[config.mk]
export PLATFORM = sky130hd
export DESIGN_NAME = execute_stage
export DESIGN_NICKNAME = d
export VERILOG_FILES = /design/src/rtl/execute_stage.sv
export SDC_FILE = /design/constraint.sdc
export NUM_CORES = 1
export LEC_CHECK = 0
export CAP_MARGIN = 20
export CORE_MARGIN = 2
export CORE_UTILIZATION = 40
export DETAILED_ROUTE_END_ITERATION = 8
export GPL_ROUTABILITY_DRIVEN = 0
export PLACE_DENSITY_LB_ADDON = 0.08
export SLEW_MARGIN = 25
export SYNTH_ARGS = -nofsm -noshare
export SYNTH_HDL_FRONTEND = slang
export SYNTH_SLANG_ARGS = --single-unit
[constraint.sdc]
create_clock -name clk -period 8.1 [get_ports clk]
set_input_delay 2.025 -clock clk [delete_from_list [all_inputs] [get_ports clk]]
set_output_delay 2.025 -clock clk [all_outputs]
set_load 0.01 [all_outputs]
[src/rtl/execute_stage.sv]
// execute_stage: EX stage of the MIPS datapath.
//
// Computes the ALU result, effective address or branch/jump target plus the
// branch condition for one instruction at a time and presents them to the
// Memory stage through a registered valid/ready output. It also owns the
// HI/LO registers and an iterative shift-add MULTU unit.
//
// Ports
//   clk, rst_n        clock, asynchronous active-low reset
//   in_valid/in_ready decode -> EX handshake
//   Op_in, Func_in    opcode and funct fields
//   NPC_in            PC+4 of the instruction
//   A_in, B_in        rs and rt operands
//   Imm_in            sign-extended immediate (raw jump target in [25:0])
//   out_valid/out_ready EX -> MEM handshake
//   Op, NPC, Data     opcode, PC+4 and rt passed through
//   Res               ALU result / address / target
//   cond              branch or jump taken
//   illegal           unsupported opcode/funct
//
// FSM states
//   state | meaning
//   IDLE  | accepting instructions, single-cycle ops load the output directly
//   MUL   | MULTU in progress, MUL_BITS multiplier bits retired per cycle
//   DONE  | product written to HI/LO, waiting for a free output register

module execute_stage #(
  parameter int MUL_BITS = 1
) (
  input  logic        clk,
  input  logic        rst_n,
  input  logic        in_valid,
  output logic        in_ready,
  input  logic [5:0]  Op_in,
  input  logic [5:0]  Func_in,
  input  logic [31:0] NPC_in,
  input  logic [31:0] A_in,
  input  logic [31:0] B_in,
  input  logic [31:0] Imm_in,
  output logic        out_valid,
  input  logic        out_ready,
  output logic [5:0]  Op,
  output logic [31:0] NPC,
  output logic [31:0] Res,
  output logic [31:0] Data,
  output logic        cond,
  output logic        illegal
);

  localparam int MUL_CYCLES = 32 / MUL_BITS;

  localparam logic [5:0] OP_RTYPE = 6'h00;
  localparam logic [5:0] OP_J     = 6'h02;
  localparam logic [5:0] OP_BEQ   = 6'h04;
  localparam logic [5:0] OP_BNE   = 6'h05;
  localparam logic [5:0] OP_ADDI  = 6'h08;
  localparam logic [5:0] OP_ANDI  = 6'h0C;
  localparam logic [5:0] OP_ORI   = 6'h0D;
  localparam logic [5:0] OP_LW    = 6'h23;
  localparam logic [5:0] OP_SW    = 6'h2B;

  localparam logic [5:0] FN_MFHI  = 6'h10;
  localparam logic [5:0] FN_MFLO  = 6'h12;
  localparam logic [5:0] FN_MULTU = 6'h19;
  localparam logic [5:0] FN_ADD   = 6'h20;
  localparam logic [5:0] FN_SUB   = 6'h22;
  localparam logic [5:0] FN_AND   = 6'h24;
  localparam logic [5:0] FN_OR    = 6'h25;
  localparam logic [5:0] FN_XOR   = 6'h26;
  localparam logic [5:0] FN_SLT   = 6'h2A;

  typedef enum logic [1:0] {
    IDLE = 2'd0,
    MUL  = 2'd1,
    DONE = 2'd2
  } state_t;

  state_t      state, state_nxt;

  logic [31:0] hi, lo;
  logic [63:0] acc, acc_nxt, partial;
  logic [63:0] mcand;
  logic [31:0] mplier;
  logic [4:0]  cnt;
  logic [5:0]  m_op;
  logic [31:0] m_npc, m_b;

  logic [31:0] alu_res;
  logic        alu_cond, alu_ill, is_multu;
  logic        out_free, accept, ld_alu, ld_mul;
  logic [31:0] mul_res;

  assign out_free = !out_valid || out_ready;
  assign in_ready = (state == IDLE) && out_free;
  assign accept   = in_valid && in_ready;

  // Single-cycle datapath and decode
  always_comb begin
    alu_res  = '0;
    alu_cond = 1'b0;
    alu_ill  = 1'b0;
    is_multu = 1'b0;
    if (Op_in == OP_RTYPE) begin
      case (Func_in)
        FN_ADD:   alu_res = A_in + B_in;
        FN_SUB:   alu_res = A_in - B_in;
        FN_AND:   alu_res = A_in & B_in;
        FN_OR:    alu_res = A_in | B_in;
        FN_XOR:   alu_res = A_in ^ B_in;
        FN_SLT:   alu_res = ($signed(A_in) < $signed(B_in)) ? 32'd1 : 32'd0;
        FN_MFHI:  alu_res = hi;
        FN_MFLO:  alu_res = lo;
        FN_MULTU: is_multu = 1'b1;
        default:  alu_ill = 1'b1;
      endcase
    end else begin
      case (Op_in)
        OP_ADDI:       alu_res = A_in + Imm_in;
        OP_ANDI:       alu_res = A_in & {16'h0000, Imm_in[15:0]};
        OP_ORI:        alu_res = A_in | {16'h0000, Imm_in[15:0]};
        OP_LW, OP_SW:  alu_res = A_in + Imm_in;
        OP_BEQ: begin
          alu_res  = NPC_in + {Imm_in[29:0], 2'b00};
          alu_cond = (A_in == B_in);
        end
        OP_BNE: begin
          alu_res  = NPC_in + {Imm_in[29:0], 2'b00};
          alu_cond = (A_in != B_in);
        end
        OP_J: begin
          alu_res  = {NPC_in[31:28], Imm_in[25:0], 2'b00};
          alu_cond = 1'b1;
        end
        default:       alu_ill = 1'b1;
      endcase
    end
  end

  // One multiplier digit of MUL_BITS bits worth of shifted multiplicand
  always_comb begin
    partial = '0;
    for (int i = 0; i < MUL_BITS; i++) begin
      if (mplier[i]) partial = partial + (mcand << i);
    end
  end

  assign acc_nxt = acc + partial;

  // On the final MUL cycle the product is not yet in lo, so take it from the adder
  assign mul_res = (state == MUL) ? acc_nxt[31:0] : lo;

  always_ff @(posedge clk or negedge rst_n) begin
    if (!rst_n) state <= IDLE;
    else        state <= state_nxt;
  end

  always_comb begin
    state_nxt = state;
    ld_alu    = 1'b0;
    ld_mul    = 1'b0;
    case (state)
      IDLE: begin
        if (accept) begin
          if (is_multu) state_nxt = MUL;
          else          ld_alu    = 1'b1;
        end
      end
      MUL: begin
        if (cnt == 5'd0) begin
          if (out_free) begin
            ld_mul    = 1'b1;
            state_nxt = IDLE;
          end else begin
            state_nxt = DONE;
          end
        end
      end
      DONE: begin
        if (out_free) begin
          ld_mul    = 1'b1;
          state_nxt = IDLE;
        end
      end
      default: state_nxt = IDLE;
    endcase
  end

  // Multiplier datapath and HI/LO
  always_ff @(posedge clk or negedge rst_n) begin
    if (!rst_n) begin
      hi     <= '0;
      lo     <= '0;
      acc    <= '0;
      mcand  <= '0;
      mplier <= '0;
      cnt    <= '0;
      m_op   <= '0;
      m_npc  <= '0;
      m_b    <= '0;
    end else if (accept && is_multu) begin
      acc    <= '0;
      mcand  <= {32'h0, A_in};
      mplier <= B_in;
      cnt    <= 5'(MUL_CYCLES - 1);
      m_op   <= Op_in;
      m_npc  <= NPC_in;
      m_b    <= B_in;
    end else if (state == MUL) begin
      acc    <= acc_nxt;
      mcand  <= mcand << MUL_BITS;
      mplier <= mplier >> MUL_BITS;
      cnt    <= cnt - 5'd1;
      if (cnt == 5'd0) {hi, lo} <= acc_nxt;
    end
  end

  // EX/MEM output register
  always_ff @(posedge clk or negedge rst_n) begin
    if (!rst_n) begin
      out_valid <= 1'b0;
      Op        <= '0;
      NPC       <= '0;
      Res       <= '0;
      Data      <= '0;
      cond      <= 1'b0;
      illegal   <= 1'b0;
    end else if (ld_alu) begin
      out_valid <= 1'b1;
      Op        <= Op_in;
      NPC       <= NPC_in;
      Res       <= alu_res;
      Data      <= B_in;
      cond      <= alu_cond;
      illegal   <= alu_ill;
    end else if (ld_mul) begin
      out_valid <= 1'b1;
      Op        <= m_op;
      NPC       <= m_npc;
      Res       <= mul_res;
      Data      <= m_b;
      cond      <= 1'b0;
      illegal   <= 1'b0;
    end else if (out_ready) begin
      out_valid <= 1'b0;
    end
  end

endmodule

After elaboration in Yosys (flattened, before gate mapping). Cells that the tools add are included.

Register bits after elaboration: 406. Latch bits: 0. Memory bits (writable): 0. Memory bits (read-only): 0. Bits of input ports: 144. Output and inout port bits: 106. Word-level logic and storage cells: 119. Memories kept: 0.

Add/sub/neg operators: 6. Multiply operators: 0. Div/mod/pow operators: 0. Order comparisons: 1. Equality and inequality tests: 25. Shifts and indexed selects: 0. Muxes and demuxes: 47. Bitwise gates (word level): 6. Reductions and logical operators: 17.

Operators by type and width (number): $mux W32 (10); $mux W64 (5); $pmux W32 S8 (1); $pmux W32 S5 (1); $add A32 B32 Y32 (3); $add A64 B64 Y64 (1); $eq A6 B6 Y1 const B (8); $and A32 B16 Y32 (1); $and A32 B32 Y32 (1); $eq A32 B32 Y1 (1); $lt A32 B32 Y1 (1); $ne A32 B32 Y1 (1); $or A32 B16 Y32 (1); $or A32 B32 Y32 (1); $sub A32 B32 Y32 (1); $xor A32 B32 Y32 (1); $eq A6 B4 Y1 const B (3); $eq A6 B5 Y1 const B (3); $mux W1 (18); $eq A6 B3 Y1 const B (2); $mux W6 (2); $mux W2 (5); $mux W5 (2); $reduce_or A9 Y1 (1); other kinds (23) (28).

Depth between registers and ports, before layout. Gate-level depths: netlist of the first run.

Depth after elaboration: 7. Depth in mapped cells: 16. Depth with buffers taken out: 15.

Least setup slack after synthesis of the first run. Ideal clock, no wire load.

Kind: input port to flip-flop. Start: in A_in[0]. End: reg Res[30]. Setup time: 126 ps. Arrival: 4741 ps. Data required time: 7974 ps. Slack: 3233 ps. Cell stages on the path: 13. Path buffers: 0. Cell sequence: ha_1 -> fa_1 -> a211oi_1 -> o21bai_1 -> a21oi_2 -> o31ai_1 -> a22o_1 -> o21ai_2 -> nor3_1 -> o21a_1 -> a221oi_1 -> mux2i_1 -> o32a_1.

Word-level cells in the longest chain between the ends: 4. Elaborated cells between the ends (all ways): 7. Classes of those cells: add/sub (3); mux (4).

RTL lines: start, declared (RTL line 37) `input logic [31:0] A_in,`; $sub A32 B32 Y32, or another cell as far along (RTL line 106) `FN_SUB: alu_res = A_in - B_in;`; $pmux W32 S8 or $pmux W32 S5 (tied branches) (RTL line 104, 117); $mux W32 * (RTL line 103) `if (Op_in == OP_RTYPE) begin`; $mux W32 * (RTL line 227) `end else if (ld_alu) begin`; end signal, assigned (RTL line 231) `Res <= alu_res;`; end signal, assigned (RTL line 239) `Res <= mul_res;`; end, declared (RTL line 44) `output logic [31:0] Res,`.

Every way passes the cells marked *; elsewhere a longest branch is shown, timed or not. A chain may end at the register's enable or synchronous reset.

Final worst setup path of the first run.
Start: in out_ready. End: out in_ready.

Word-level cells in the longest chain between the ends: 2.

RTL lines: start, declared (RTL line 41) `input logic out_ready,`; $logic_or A1 B1 Y1 (RTL line 93) `assign out_free = !out_valid || out_ready;`; $logic_and A1 B1 Y1 (RTL line 94) `assign in_ready = (state == IDLE) && out_free;`; end, declared (RTL line 33) `output logic in_ready,`.

No other way between the ends.

==> results.yml, run 1 <==
status:
  status: "complete, no violations"
logic_synthesis:
  synth_seq_area_share: 0.330
  avgSynthCellArea_sq_um: 8.28
  synth_edf_count: 0
  yosysWarningCount: 0
  synth_compound_area_frac: 0.227
  netlist_area_sq_mm: 0.0308
  ys_async_sr_fraction: 1.00
  synthMuxAreaShare: 0.0676
  synth-xor-area-share: 0.0333
  synthesis.nets: 4123
  syn_inst: 3715
  synth_top_family_by_area: "compound AO/OA/AOI/OAI gates"
  synth_ff_type: "dfrtp_1"
  synth.distinct_cells: 86
  synthAdderAreaFrac: 0.109
  synth_seq_cells: 406
  yosys.area_share.simple: 0.185
timing:
  fin_setup_tns_ns: 0
  drv_slew: 0
  fin_crit_ns: 5.95
  period_share: 0.735
  finClkSkew_ns: 0.0388
  max_freq_mhz: 168
  max-slew-margin-rel: 0.221
  rsz0062_at_grt: "false"
  setup_viol: 0
  hold_violations: 0
  worstMarginPinSlew_ns: 1.14
cts:
  clk_pin_slew_worst_paths_ns: 0.06
  cts_buffers: 50
  htreeDepth: 2
  postCtsSetupRepairBufs: 0
  insertion_delay_ns: 0.63
  cts_tree: "yes"
  cts_hold_buffers: 0
  post_cts_resized: 0
  root_buffer: "clkbuf_16"
  cts_buffer_depth: 3
  cts_sinks: 406
cells_and_area:
  final_layout_size_suffix_gt1_frac: 0.0618
  area_growth_pct: 16.9
  layout.nets: 4249
  fin_area_sq_mm: 0.0360
  layout_common_cells: "600 x nand2_1, 406 x dfrtp_1, 278 x nor2_1"
  mostFrequentLayoutCell: "nand2_1"
worst_setup_path:
  path_max_fanout: 5
  worstSetupPathType: "input pin to output port"
  regToRegSetupSlack_ns: 3.06
  crit_arrival_ns: 3.93
  r2r.worst_path.cells: 16
  crit_path_start_kind: "input pin"
  crit_required_ns: 6.08
  endpoint_kind: "output port"
place:
  place_hpwl_mm: 94.7
  portBuffers: 249
  postPlaceCellArea_sq_mm: 0.0342
global_routing:
  grt_start_max_net_pins: 167
  grt_pass1_wl_mm: 183
  grtUsageTotal: 0.307
  antenna_found_initial: 2
  grt_pass1_vias: 27800
  grt_remaining_overflow: 0
detailed_routing:
  vias_per_cell: 5.98
  drt_pre_antenna_iters: 6
  postRouteAntennaNets: 0
  drc: 0
  routedWlPerCell_microns: 25.1
  wl_mm: 123
  drtIter0Drc: 3156
  vias: 29400
pwr:
  p_leak_nw: 15.9
  vdd_drop_max_mv: 0.171
  powerDensity_mw_per_mm2: 312
floorplan:
  core-area_sq_mm: 0.0761
  die-area_sq_mm: 0.0792
  die-width_microns: 281
  boundaryPins: 250
  die_h_microns: 281
  num_rows: 101
  start_util: 0.404
run:
  cap_viol_max_count: 0
min_path:
  hold_class: "flip-flop to flip-flop"
  holdPathStages: 2
==> cell families (layout without fill, tap and decap cells) <==
| family | after synthesis | after routing |
|---|---|---|
| other | 0 | 1 |
| AO/OA/AOI/OAI | 1082 | 1082 |
| multiplexers | 201 | 201 |
| AND/OR/NAND/NOR | 1267 | 1267 |
| flip-flops | 406 | 406 |
| adder cells (fa/ha/maj) | 264 | 264 |
| buffers and inverters | 378 | 544 |
| XOR/XNOR | 117 | 117 |
==> cell usage after synthesis (all sizes together), types with 41 or more instances <==
cell / count / area (sq um)
xnor2: 72 / 631
inv: 150 / 563
a21o: 89 / 668
nor2: 283 / 1060
nand2: 601 / 2260
a31oi: 99 / 619
a21oi: 263 / 1320
nand2b: 41 / 257
a221oi: 57 / 505
ha: 259 / 3240
xor2: 45 / 394
nor3: 54 / 280
o21ai: 263 / 1320
mux2i: 146 / 1460
nand3: 48 / 240
and2: 78 / 488
mux2: 55 / 619
clkbuf: 188 / 707
dfrtp: 406 / 10200
==> report_power, final <==
part	total [W]	switching, W	internal, W
Combinational	0.00574	0.00339	0.00235
Sequential	0.00312	0.000508	0.00261
Clock	0.00236	0.000970	0.00139
==> worst paths after layout <==
kind                             end       from
setup / recovery            in_ready  out_ready
hold / removal             m_npc[24]  m_npc[24]
setup reg to reg             acc[58]  mplier[0]
hold reg to reg            m_npc[24]  m_npc[24]
max in group asynchronous     m_b[5]      rst_n
min in group asynchronous     lo[29]      rst_n
==> layout make-up <==
class | count | area (sq um)
antenna | 1 | 2.50
fill | 7531 | 40100
timing repair buffer | 302 | 2960
clock inverter | 24 | 283
inverter | 150 | 563
sequential | 406 | 10200
clock buffer | 68 | 1450
tap | 1030 | 1290
multi-input combinational | 2931 | 19300
==> layer usage <==
layer / track usage / part of all wire / vias to the layer above
met5: 0 / 0 / -
met2: 0.447 / 0.42 / 1194
met3: 0.0538 / 0.082 / 239
met4: 0.123 / 0.043 / 0
li1: - / - / 13500
met1: 0.447 / 0.46 / 14400
==> flip-flops by register name, indices dropped and copies added, names as in the netlist, 2 cells and up <==
name    cells
Data       32
NPC        32
Op          6
Res        32
acc        64
cnt         5
hi         32
lo         32
m_b        32
m_npc      32
m_op        6
mcand      64
mplier     32
state       2
==> critical path, cell delays in order <==
cell             delay (ns)
clkdlybuf4s50_1        0.45
nand2b_1               0.28
and2_1                 0.52
clkdlybuf4s50_1        0.64
==> stage by stage <==
stage / util / hold slack, ns / instances / setup WS [ns] / total power, W
after detailed placement: 0.450 / 0.462 / 4819 / 1.66 / 0.00880
after CTS: 0.473 / 0.477 / 4911 / 2.13 / 0.0112
after global routing: 0.473 / 0.495 / 4911 / 2.04 / 0.0119
final: 0.473 / 0.473 / 4912 / 2.15 / 0.0112
after global placement: 0.450 / 0.458 / 4819 / 1.74 / 0.00879
after floorplan: - / 0.446 / 3715 / 3.23 / 0.00662
(Power assumes the default switching activity.)
==> run 2, diff against run 1 <==
- clock period: 8.1 -> 5.6 ns (I/O delays scaled with it)
==> run 2 against run 1 <==
Effect of this change: setup slack worse by 1.4 ns; clock power is 42% higher; wire length is 4.3% higher; sequential power is 44% higher; largest cell class unchanged; largest power group unchanged.
==> results.yml, run 2 (synthesized netlist as in run 1, its figures left out) <==
status:
  status: "complete, no violations"
detailed_routing:
  drtIter0Drc: 3019
  vias: 29900
  postRouteAntennaNets: 0
  drt_pre_antenna_iters: 6
  drc: 0
  routedWlPerCell_microns: 25.6
  wl_mm: 128
  vias_per_cell: 5.97
cells_and_area:
  top_regs: "acc x64, mcand x64"
  multiInputGateArea_sq_mm: 0.0192
  layout_common_cells: "600 x nand2_1, 406 x dfrtp_1, 280 x nor2_1"
  mostFrequentLayoutCell: "nand2_1"
  seqCellArea_sq_mm: 0.0102
  layout.nets: 4358
  area_growth_pct: 19.7
  final_layout_size_suffix_gt1_frac: 0.0833
  num-fill-cells: 7658
  fin_area_sq_mm: 0.0368
timing:
  finClkSkew_ns: 0.0230
  rsz0062_at_grt: "false"
  fin_crit_ns: 4.89
  period_share: 0.873
  max-slew-margin-rel: 0.330
  setup_viol: 0
  max_freq_mhz: 205
  fin_setup_tns_ns: 0
  worst_hold_slack_ns: 0.472
  worstMarginPinSlew_ns: 1.00
  drv_slew: 0
  hold_violations: 0
floorplan:
  num_rows: 101
  die-width_microns: 281
  die_h_microns: 281
  start_util: 0.404
  boundaryPins: 250
  core-area_sq_mm: 0.0761
  die-area_sq_mm: 0.0792
global_routing:
  grt_remaining_overflow: 0
  grt_pass1_wl_mm: 189
  grtUsageTotal: 0.320
  antenna_found_initial: 5
  grt_pass1_vias: 28500
  grt_start_max_net_pins: 129
cts:
  postCtsSetupRepairBufs: 0
  htreeDepth: 2
  post_cts_resized: 0
  cts_hold_buffers: 0
  cts_tree: "yes"
  cts_buffers: 50
  insertion_delay_ns: 0.62
  clk_pin_slew_worst_paths_ns: 0.06
  cts_sinks: 406
  root_buffer: "clkbuf_16"
  cts_buffer_depth: 3
worst_setup_path:
  r2r_end: "acc[35]"
  critPathBufInv: 2
  path_max_fanout: 4
  critical-path-top-delay-family: "compound AO/OA/AOI/OAI gates"
  endpoint_kind: "flip-flop"
  slowest_delay_ns: 0.62
  slowest_stage: "clkdlybuf4s50_1"
  cpMostUsedCell: "a21oi_1"
  regToRegSetupSlack_ns: 1.28
  crit_arrival_ns: 5.37
  crit_required_ns: 6.08
  r2r_start: "mplier[0]"
  worstSetupPathType: "input pin to flip-flop"
  cp_cell_sequence: "clkdlybuf4s50_1 > ha_1 > inv_1 > fa_1 > nand2b_1 > a21oi_1 > nor3_1 > o21ai_1 > a41oi_1 > o21ai_1 > a21oi_1 > o21ai_0 > a21oi_1 > mux2_2 > o32a_1"
  r2r.worst_path.cells: 13
  crit_path_start_kind: "input pin"
pwr:
  vdd_drop_max_mv: 0.362
  p_leak_nw: 16.4
  powerDensity_mw_per_mm2: 446
place:
  portBuffers: 249
  postPlaceCellArea_sq_mm: 0.0352
  place_hpwl_mm: 101
min_path:
  hold_class: "flip-flop to flip-flop"
  hold_end: "m_npc[24]"
  holdPathStages: 2
  hold_start: "m_npc[24]"
run:
  cap_viol_max_count: 0
run 2: cell count changes in the layout (fill, tap and decap cells not counted), moves of 2 or more:
cell	previous run	this run
clkinv_2	9	5
clkbuf_8	13	7
nor2_1	278	280
clkinvlp_4	6	3
nor2_2	3	1
buf_12	5	15
clkbuf_1	5	14
buf_4	48	147
run 2: through the flow:
step / setup WS, ns / util / cells / power [W]
2_1_floorplan: 1.36 / - / 3715 / 0.00958
3_3_place_gp: 0.296 / 0.462 / 4928 / 0.0129
3_5_place_dp: 0.266 / 0.462 / 4928 / 0.0129
4_1_cts: 0.883 / 0.484 / 5016 / 0.0164
5_1_grt: 0.565 / 0.484 / 5016 / 0.0174
6_report: 0.713 / 0.484 / 5017 / 0.0164
run 2: area by class of cell:
| cell class | instances | share of cell area |
|---|---|---|
| Antenna cell | 1 | 0.0000680 |
| Tap cell | 1030 | 0.0350 |
| Multi-Input combinational cell | 2931 | 0.523 |
| Clock inverter | 17 | 0.00690 |
| Timing Repair Buffer | 411 | 0.106 |
| Sequential cell | 406 | 0.276 |
| Clock buffer | 71 | 0.0380 |
| Inverter | 150 | 0.0153 |
run 2: worst max path at each step:
| stage | start | to | slack, ns | cells past startpoint |
|---|---|---|---|---|
| 6_report | A_in[0] | Res[30] | 0.71 | 15 |
| 3_5_place_dp | A_in[0] | Res[30] | 0.27 | 15 |
| 2_1_floorplan | A_in[0] | Res[30] | 1.36 | 13 |
| 4_1_cts | A_in[4] | Res[20] | 0.88 | 14 |
| 3_3_place_gp | B_in[0] | Res[30] | 0.30 | 15 |
| 5_1_grt | A_in[12] | Res[29] | 0.56 | 14 |
run 2: worst register-to-register path: cells and delay by family, from the launching register on:
| family | cells | cell delay (ns) |
|---|---|---|
| buffers and inverters | 1 | 0.24 |
| muxes | 1 | 0.17 |
| adders and majority gates | 1 | 0.40 |
| AOI/OAI and AO/OA | 4 | 1.04 |
| xor gates and xnor gates | 1 | 0.73 |
| and+or+nand+nor | 5 | 1.27 |
| DFF | 1 | 0.41 |
run 2: report_power, final:
group	switching (W)	internal [W]	total [W]
Clock	0.00139	0.00197	0.00336
Combinational	0.00507	0.00350	0.00857
Sequential	0.000712	0.00377	0.00448
Total	0.00717	0.00924	0.0164
run 2: per-layer routing:
metal,GRT usage,vias to the layer above,part of all wire
met1,0.464,14500,0.45
met3,0.0724,261,0.097
met4,0.122,8,0.042
met5,0,-,0.0012
li1,-,13800,-
met2,0.460,1379,0.41
